## src/rtl/ps2_host_rx.sv

```systemverilog
// PS/2 host receiver: synchroniser and clock filter, 11-bit frame deframer, result FIFO.
// Build option PS2_RX_BREAK_DECODE_EN folds E0/F0 prefix bytes into per-entry flags.
module ps2_host_rx #(
    parameter int unsigned FILTER_LEN  = 4,
    parameter int unsigned TIMEOUT_CYC = 10000,
    parameter int unsigned FIFO_BITS   = 3
) (
    input  logic       clk,
    input  logic       reset_n,
    input  logic       ps2_clk,
    input  logic       ps2_data,
    output logic [7:0] rx_data,
    output logic       rx_valid,
    input  logic       rx_ready,
    output logic       rx_release,
    output logic       rx_extended,
    output logic       rx_parity_err,
    output logic       rx_frame_err,
    output logic       rx_overflow
);
`ifdef PS2_RX_BREAK_DECODE_EN
    localparam int unsigned ENTRY_W = 10;
`else
    localparam int unsigned ENTRY_W = 8;
`endif
    localparam int unsigned DEPTH = 1 << FIFO_BITS;
    localparam int unsigned PW    = FIFO_BITS + 1;
    localparam int unsigned TW    = $clog2(TIMEOUT_CYC + 1);
    localparam int unsigned FW    = $clog2(FILTER_LEN + 1);

    typedef enum logic [1:0] {S_IDLE, S_DATA, S_PARITY, S_STOP} state_t;

    logic          clk_meta_q, clk_sync_q, data_meta_q, data_sync_q;
    logic          filt_clk_q, filt_clk_d;
    logic [FW-1:0] filt_cnt_q, filt_cnt_d;
    logic          fall;
    state_t        state_q, state_d;
    logic [2:0]    bit_cnt_q, bit_cnt_d;
    logic [7:0]    shreg_q, shreg_d;
    logic          par_q, par_d;
    logic [TW-1:0] tmo_q, tmo_d;
    logic          good_byte;
    logic          perr_q, perr_d, ferr_q, ferr_d, ovf_q, ovf_d;
    logic [PW-1:0] wr_ptr_q, wr_ptr_d, rd_ptr_q, rd_ptr_d;
    logic [ENTRY_W-1:0] mem_q [DEPTH];
    logic [ENTRY_W-1:0] wr_entry, head;
    logic          push, pop, full, empty, do_write;

    // Filtered clock flips only after FILTER_LEN consecutive samples disagree with it
    always_comb begin
        filt_clk_d = filt_clk_q;
        filt_cnt_d = '0;
        if (clk_sync_q != filt_clk_q) begin
            if (filt_cnt_q == FW'(FILTER_LEN - 1)) filt_clk_d = clk_sync_q;
            else filt_cnt_d = filt_cnt_q + FW'(1);
        end
    end
    assign fall = filt_clk_q & ~filt_clk_d;

    always_comb begin
        state_d   = state_q;
        bit_cnt_d = bit_cnt_q;
        shreg_d   = shreg_q;
        par_d     = par_q;
        tmo_d     = '0;
        good_byte = 1'b0;
        perr_d    = 1'b0;
        ferr_d    = 1'b0;
        if (fall) begin
            case (state_q)
                S_IDLE: if (!data_sync_q) begin
                    state_d   = S_DATA;
                    bit_cnt_d = '0;
                end
                S_DATA: begin
                    shreg_d   = {data_sync_q, shreg_q[7:1]};
                    bit_cnt_d = bit_cnt_q + 3'd1;
                    if (bit_cnt_q == 3'd7) state_d = S_PARITY;
                end
                S_PARITY: begin
                    par_d   = data_sync_q;
                    state_d = S_STOP;
                end
                S_STOP: begin
                    state_d = S_IDLE;
                    if (!data_sync_q) ferr_d = 1'b1;
                    else if (!(^{shreg_q, par_q})) perr_d = 1'b1;
                    else good_byte = 1'b1;
                end
                default: state_d = S_IDLE;
            endcase
        end else if (state_q != S_IDLE) begin
            if (tmo_q == TW'(TIMEOUT_CYC - 1)) begin
                state_d = S_IDLE;
                ferr_d  = 1'b1;
            end else begin
                tmo_d = tmo_q + TW'(1);
            end
        end
    end

`ifdef PS2_RX_BREAK_DECODE_EN
    logic pend_rel_q, pend_rel_d, pend_ext_q, pend_ext_d;

    // Prefix bytes only set flags; the next real byte carries and clears them
    always_comb begin
        pend_rel_d = pend_rel_q;
        pend_ext_d = pend_ext_q;
        push       = 1'b0;
        wr_entry   = {pend_rel_q, pend_ext_q, shreg_q};
        if (perr_d || ferr_d) begin
            pend_rel_d = 1'b0;
            pend_ext_d = 1'b0;
        end else if (good_byte) begin
            if (shreg_q == 8'hE0) pend_ext_d = 1'b1;
            else if (shreg_q == 8'hF0) pend_rel_d = 1'b1;
            else begin
                push       = 1'b1;
                pend_rel_d = 1'b0;
                pend_ext_d = 1'b0;
            end
        end
    end

    always_ff @(posedge clk or negedge reset_n) begin
        if (!reset_n) begin
            pend_rel_q <= 1'b0;
            pend_ext_q <= 1'b0;
        end else begin
            pend_rel_q <= pend_rel_d;
            pend_ext_q <= pend_ext_d;
        end
    end

    assign rx_release  = rx_valid & head[9];
    assign rx_extended = rx_valid & head[8];
`else
    assign push        = good_byte;
    assign wr_entry    = shreg_q;
    assign rx_release  = 1'b0;
    assign rx_extended = 1'b0;
`endif

    assign empty    = (wr_ptr_q == rd_ptr_q);
    assign full     = (wr_ptr_q[FIFO_BITS] != rd_ptr_q[FIFO_BITS]) &&
                      (wr_ptr_q[FIFO_BITS-1:0] == rd_ptr_q[FIFO_BITS-1:0]);
    assign pop      = ~empty & rx_ready;
    // A pop in the same cycle frees the slot the write lands in
    assign do_write = push & (~full | pop);
    assign ovf_d    = push & full & ~pop;
    assign wr_ptr_d = wr_ptr_q + PW'(do_write);
    assign rd_ptr_d = rd_ptr_q + PW'(pop);

    assign head          = mem_q[rd_ptr_q[FIFO_BITS-1:0]];
    assign rx_valid      = ~empty;
    assign rx_data       = rx_valid ? head[7:0] : '0;
    assign rx_parity_err = perr_q;
    assign rx_frame_err  = ferr_q;
    assign rx_overflow   = ovf_q;

    always_ff @(posedge clk) begin
        if (do_write) mem_q[wr_ptr_q[FIFO_BITS-1:0]] <= wr_entry;
    end

    always_ff @(posedge clk or negedge reset_n) begin
        if (!reset_n) begin
            clk_meta_q  <= 1'b1;
            clk_sync_q  <= 1'b1;
            data_meta_q <= 1'b1;
            data_sync_q <= 1'b1;
            filt_clk_q  <= 1'b1;
            filt_cnt_q  <= '0;
            state_q     <= S_IDLE;
            bit_cnt_q   <= '0;
            shreg_q     <= '0;
            par_q       <= 1'b0;
            tmo_q       <= '0;
            perr_q      <= 1'b0;
            ferr_q      <= 1'b0;
            ovf_q       <= 1'b0;
            wr_ptr_q    <= '0;
            rd_ptr_q    <= '0;
        end else begin
            clk_meta_q  <= ps2_clk;
            clk_sync_q  <= clk_meta_q;
            data_meta_q <= ps2_data;
            data_sync_q <= data_meta_q;
            filt_clk_q  <= filt_clk_d;
            filt_cnt_q  <= filt_cnt_d;
            state_q     <= state_d;
            bit_cnt_q   <= bit_cnt_d;
            shreg_q     <= shreg_d;
            par_q       <= par_d;
            tmo_q       <= tmo_d;
            perr_q      <= perr_d;
            ferr_q      <= ferr_d;
            ovf_q       <= ovf_d;
            wr_ptr_q    <= wr_ptr_d;
            rd_ptr_q    <= rd_ptr_d;
        end
    end
endmodule

```

## config.mk

```make
export PLATFORM = sky130hd
export DESIGN_NAME = ps2_host_rx
export DESIGN_NICKNAME = d
export VERILOG_FILES = /design/src/rtl/ps2_host_rx.sv
export SDC_FILE = /design/constraint.sdc
export NUM_CORES = 1
export LEC_CHECK = 0
export BUFFER_PORTS_ARGS = -buffer_cell sky130_fd_sc_hd__clkbuf_2
export CAP_MARGIN = 5
export CORE_AREA = 10 10 114 116
export DETAILED_ROUTE_END_ITERATION = 16
export DIE_AREA = 0 0 124 126
export SLEW_MARGIN = 20
export SYNTH_ARGS = -nofsm -noshare
export SYNTH_HDL_FRONTEND = slang
export SYNTH_SLANG_ARGS = --single-unit
```

## constraint.sdc

```tcl
create_clock -name clk -period 2.95 [get_ports clk]
set_input_delay 0.59 -clock clk [delete_from_list [all_inputs] [get_ports clk]]
set_output_delay 0.59 -clock clk [all_outputs]
set_load 0.05 [all_outputs]
```

Word-level counts from Yosys, hierarchy flattened:

Memory sizes are Yosys's and may differ from the RTL's.
Index checks and enable logic that the tools add are counted.

* multipliers: 0
* bitwise operators: 10
* mux-type cells: 31
* equal/unequal tests: 13
* shifts and indexed selects: 0
* $add $sub $neg: 5
* $lt $le $gt $ge: 0
* divide/modulo/power cells: 0
* reductions and logical operators: 11

Operators by type and width (count)
* $mux 14: 3
* $mux 1: 17
* $add 14x1->14 const B: 1
* $eq 14x14->1 const B: 1
* $mux 2: 5
* $mux 3: 3
* $reduce_xor 9->1: 1
* $add 4x1->4: 2
* $mux 8: 1
* $pmux 2 s4: 1
* $reduce_bool 2->1: 4
* $add 3x1->3 const B: 2
* $ne 3x3->1 const B: 2
* $pmux 3 s2: 1
* $and 1x1->1: 5
* $eq 2x2->1 const B: 2
* $eq 4x4->1: 1
* $not 1->1: 4
* $reduce_and 2->1: 2
* $reduce_and 4->1: 1
* $eq 3x2->1 const B: 1
* $eq 3x3->1: 1
* $eq 3x3->1 const B: 1
* $reduce_and 3->1: 1
* other kinds (6): 7

* bits in latches: 0
* flip-flop bits (word level): 47
* RAM bits: 64
* ROM bits: 0
* memories: 1

Memories
* mem_q: words 8, bits a word 8, read ports 1, clocked after Yosys merged registers in 0, write ports 1, line 45 `logic [ENTRY_W-1:0] mem_q [DEPTH];`

Logic depth before layout (Yosys ltp):

* word-level depth: 9
* depth in mapped cells: 9
* depth with buffers taken out: 7

Worst setup path before layout:

OpenSTA, ideal clock, no wires.

* path type: flip-flop to flip-flop
* start: register shreg_q[1]
* end: memory mem_q[2][0] (enable)
* stages on the path, launching flop included: 6
* data arrival time: 2225 ps
* path buffers: 1
* setup slack: 330 ps
* data required time: 2555 ps
* period minus slack after synthesis: 2620 ps
* cell sequence: dfrtp_1 > xor2_1 > xnor3_1 > xnor2_1 > buf_2 > nor4_1

* longest elaborated chain between the ends: 8

RTL lines
* from (decl): line 39 `logic [7:0] shreg_q, shreg_d;`
* from (signal assigned): line 192 `shreg_q <= shreg_d;`
* $reduce_xor 9->1: line 87 `else if (!(^{shreg_q, par_q})) perr_d = 1'b1;`
* $mux 1: line 87
* $mux 1: line 86 `if (!data_sync_q) ferr_d = 1'b1;`
* $mux 1: line 70 `case (state_q)`
* $mux 1: line 69 `if (fall) begin`
* $and 1x1->1: line 149 `assign do_write = push & (~full | pop);`
* $mux 1: line 162 `if (do_write) mem_q[wr_ptr_q[FIFO_BITS-1:0]] <= wr_entry;`
* $mux 1 (not written as such): line 162
* to (decl): line 45

Every way passes these cells.

Worst setup path in the final report:

* start: register rd_ptr_q[0]
* end: output rx_data[0]

* longest elaborated chain between the ends: 2
* elaborated cells on any way between the ends: 3
* classes of those cells: 1 x eq/ne; 1 x mux; 1 x memory

RTL lines
* from (decl): line 44 `logic [PW-1:0] wr_ptr_q, wr_ptr_d, rd_ptr_q, rd_ptr_d;`
* from (signal assigned): line 199 `rd_ptr_q <= rd_ptr_d;`
* $mem_v2 8x8 / $eq 4x4->1 (equally long branches)
* $mux 8 *: line 156 `assign rx_data = rx_valid ? head[7:0] : '0;`
* to (decl): line 12 `output logic [7:0] rx_data,`

Mark *: on every way between the ends. The rest lies on a longest branch, timed or not.

==> flow_metrics.tcl <==
set metrics [dict create \
    drc_errors 0 \
    rsz0062_at_grt "no" \
    pin_count 19 \
    synth_top_area_cell "edfxtp_1" \
    crit_type "flop to primary output" \
    numCtsBuffers 9 \
    layout-drive-gt1-share 0.2356 \
    syn_inst 316 \
    cts.sinks 111 \
    ys_seq_area_frac 0.6517 \
    cts_tree "done" \
    layout_min_cycle_time_ps 2675 \
    core_area_mm2 0.01070 \
    die_x_um 124 \
    drtPass1Iterations 4 \
    synthArstFlopShare 0.4234 \
    cp-start-kind "flop" \
    synth_edf_count 64 \
    worstPathArrival_ps 2090 \
    outcome "finished clean" \
    hold_viol 0 \
    rows 38 \
    dieArea_mm2 0.01562 \
    cp_max_fo 16 \
    yosysMostFrequentCell "edfxtp_1" \
    cts_resized 0 \
    max-clock-path-buffers 2 \
    drtIter0Drc 59 \
    via_per_inst 5.131 \
    fin_area_mm2 0.005236 \
    syn_avg_cell_area_um2 15.07 \
    areaGrowthSynthToFinish_pct 9.929 \
    clk_pin_slew_ps 110 \
    worst_slew_pin_slew_ps 522.4 \
    fin_nets 360 \
    power.density_mw_per_mm2 746.0 \
    clock_latency_ps 370 \
    die_h_um 126 \
    ir_drop_v 0.0007831 \
    crit_required_ps 2360 \
    vias 2504 \
    grt-ovfl-total 0 \
    max_cap_viol_count 0 \
    yosys-top-cells-area "edfxtp_1 (40%), dfrtp_1 (22%), mux4_2 (7.6%)" \
    max_freq_mhz 373.8 \
    n_antenna_cell 0 \
    grt_pass1_wl_mm 13.46 \
    synth_top_area_frac 0.4035 \
    yosys-top-cells-count "edfxtp_1 (64), dfrtp_1 (42), nor2_1 (25)" \
    grt_pass1_vias 2592 \
    initial_utilization 0.4453 \
    finalCritPeriodShare 0.9069 \
    gp_congestion 0.7498 \
    drv_slew 0 \
    hold_path_class "input pin to asynchronous set/reset pin" \
    holdBufCountCts 0 \
    placed_area_mm2 0.005044 \
    cellLeakagePower_nw 1.989 \
    ys_ff_latch 111 \
    post-cts-setup-buffer-count 0 \
    setup_viol 0 \
    antenna_found_initial 0 \
    io_buffers 16 \
    synth_cell_types 45 \
    synth-main-ff-cell "edfxtp_1" \
    relSlewSlack 0.6499 \
    ant_nets 0 \
    fin_setup_tns_ps 0 \
    ctsHtreeMaxLevel 3 \
    drt-total-wl_mm 8.041 \
    grtUsageTotal 0.1095 \
    clock_skew_ps 18.09 \
    cts_root_buf "clkbuf_8" \
    wl_per_cell_um 16.48 \
    end_kind "primary output" \
    syn-cell-area_mm2 0.004763 \
    synth_warnings 0 \
    grt_max_degree 31 \
    dp_hpwl_mm 5.451 \
]
## final cells by class
type,count,area [µm²]
timing repair buffer,30,185.2
sequential,111,3104
clock inverter,7,68.82
inverter,10,37.54
clock buffer,9,123.9
multi-input combinational,181,1541
fill,927,5461
tap,140,175.2
## per-layer routing
layer | global-route usage | vias up | routed length, µm
met3 | 0.02368 | 10 | 224
met4 | 0.03659 | 0 | 110
met2 | 0.1830 | 20 | 4125
met5 | 0 | - | 0
met1 | 0.1370 | 1250 | 3581
li1 | - | 1224 | -
## registers in the layout, indices dropped and copies added, names as in the netlist, 2 cells and up
name,cells
mem_q,64
tmo_q,14
shreg_q,8
rd_ptr_q,4
wr_ptr_q,4
bit_cnt_q,3
filt_cnt_q,3
state_q,2
## layout by cell type (no fill, tap or decap), types with 2 or more instances in the layout
cell / count
nand2b_1: 2
mux4_2: 16
a21oi_1: 2
clkinv_4: 2
nor4_1: 11
conb_1: 2
inv_1: 10
nand4_1: 4
o21ai_0: 6
nand3_1: 12
xor2_1: 6
nor2_1: 25
inv_6: 2
mux2i_1: 8
nor2b_1: 4
or2_2: 2
dfstp_2: 5
nand2_1: 13
clkbuf_2: 16
xnor2_1: 20
a22o_1: 2
dfrtp_1: 42
or3_1: 2
mux2_2: 8
buf_4: 14
ha_1: 12
nor3_1: 6
edfxtp_1: 64
nor3b_1: 3
clkbuf_8: 9
inv_8: 3
## path summary, 6_finish.rpt
path	slack, ps	to	start	cells after the start
worst max-delay path	270	rx_data[0]	rd_ptr_q[0]	5
worst min-delay path	140	tmo_q[9]	reset_n	1
max in group asynchronous	2010	data_sync_q	reset_n	2
min in group clk	300	clk_meta_q	ps2_clk	1
worst min register to register	360	clk_sync_q	clk_meta_q	0
worst max register to register	550	mem_q[0][7]	filt_cnt_q[0]	6
## kinds of logic (layout without fill, tap and decap cells)
family | count (synthesis) | after routing | synth area share
compound gates | 18 | 18 | 0.02653
xor+xnor | 27 | 27 | 0.05253
fa+ha+maj | 12 | 12 | 0.03152
buf+inv | 25 | 56 | 0.02548
flops | 111 | 111 | 0.6517
mux | 32 | 32 | 0.1114
other cells | 1 | 2 | 0.0007873
simple gates | 90 | 90 | 0.1001
## per-stage QoR
step                total power, mW  worst slack (ps)  cells  hold WS, ps  utilization
floorplan                     2.835             330.4    317        294.4            -
CTS                           3.971             215.2    488        135.0       0.4895
global route                  4.127             89.50    488        157.7       0.4895
finish                        3.906             274.7    488        144.6       0.4895
detailed placement            3.095             546.9    472        349.6       0.4715
global placement              3.077             636.0    472        345.8       0.4715
## critical path, stage by stage, from the launching register on
cell and delay (ps):
dfrtp_1 410, buf_4 330, mux4_2 550, mux2i_1 140
nor2_1 50, clkbuf_2 230
## report_power, final
part | internal (mW) | switching [mW]
sequential | 1.71 | 0.0707
combinational | 0.456 | 0.795
clock | 0.335 | 0.540
No activity file was read; power rests on OpenSTA's default activity.
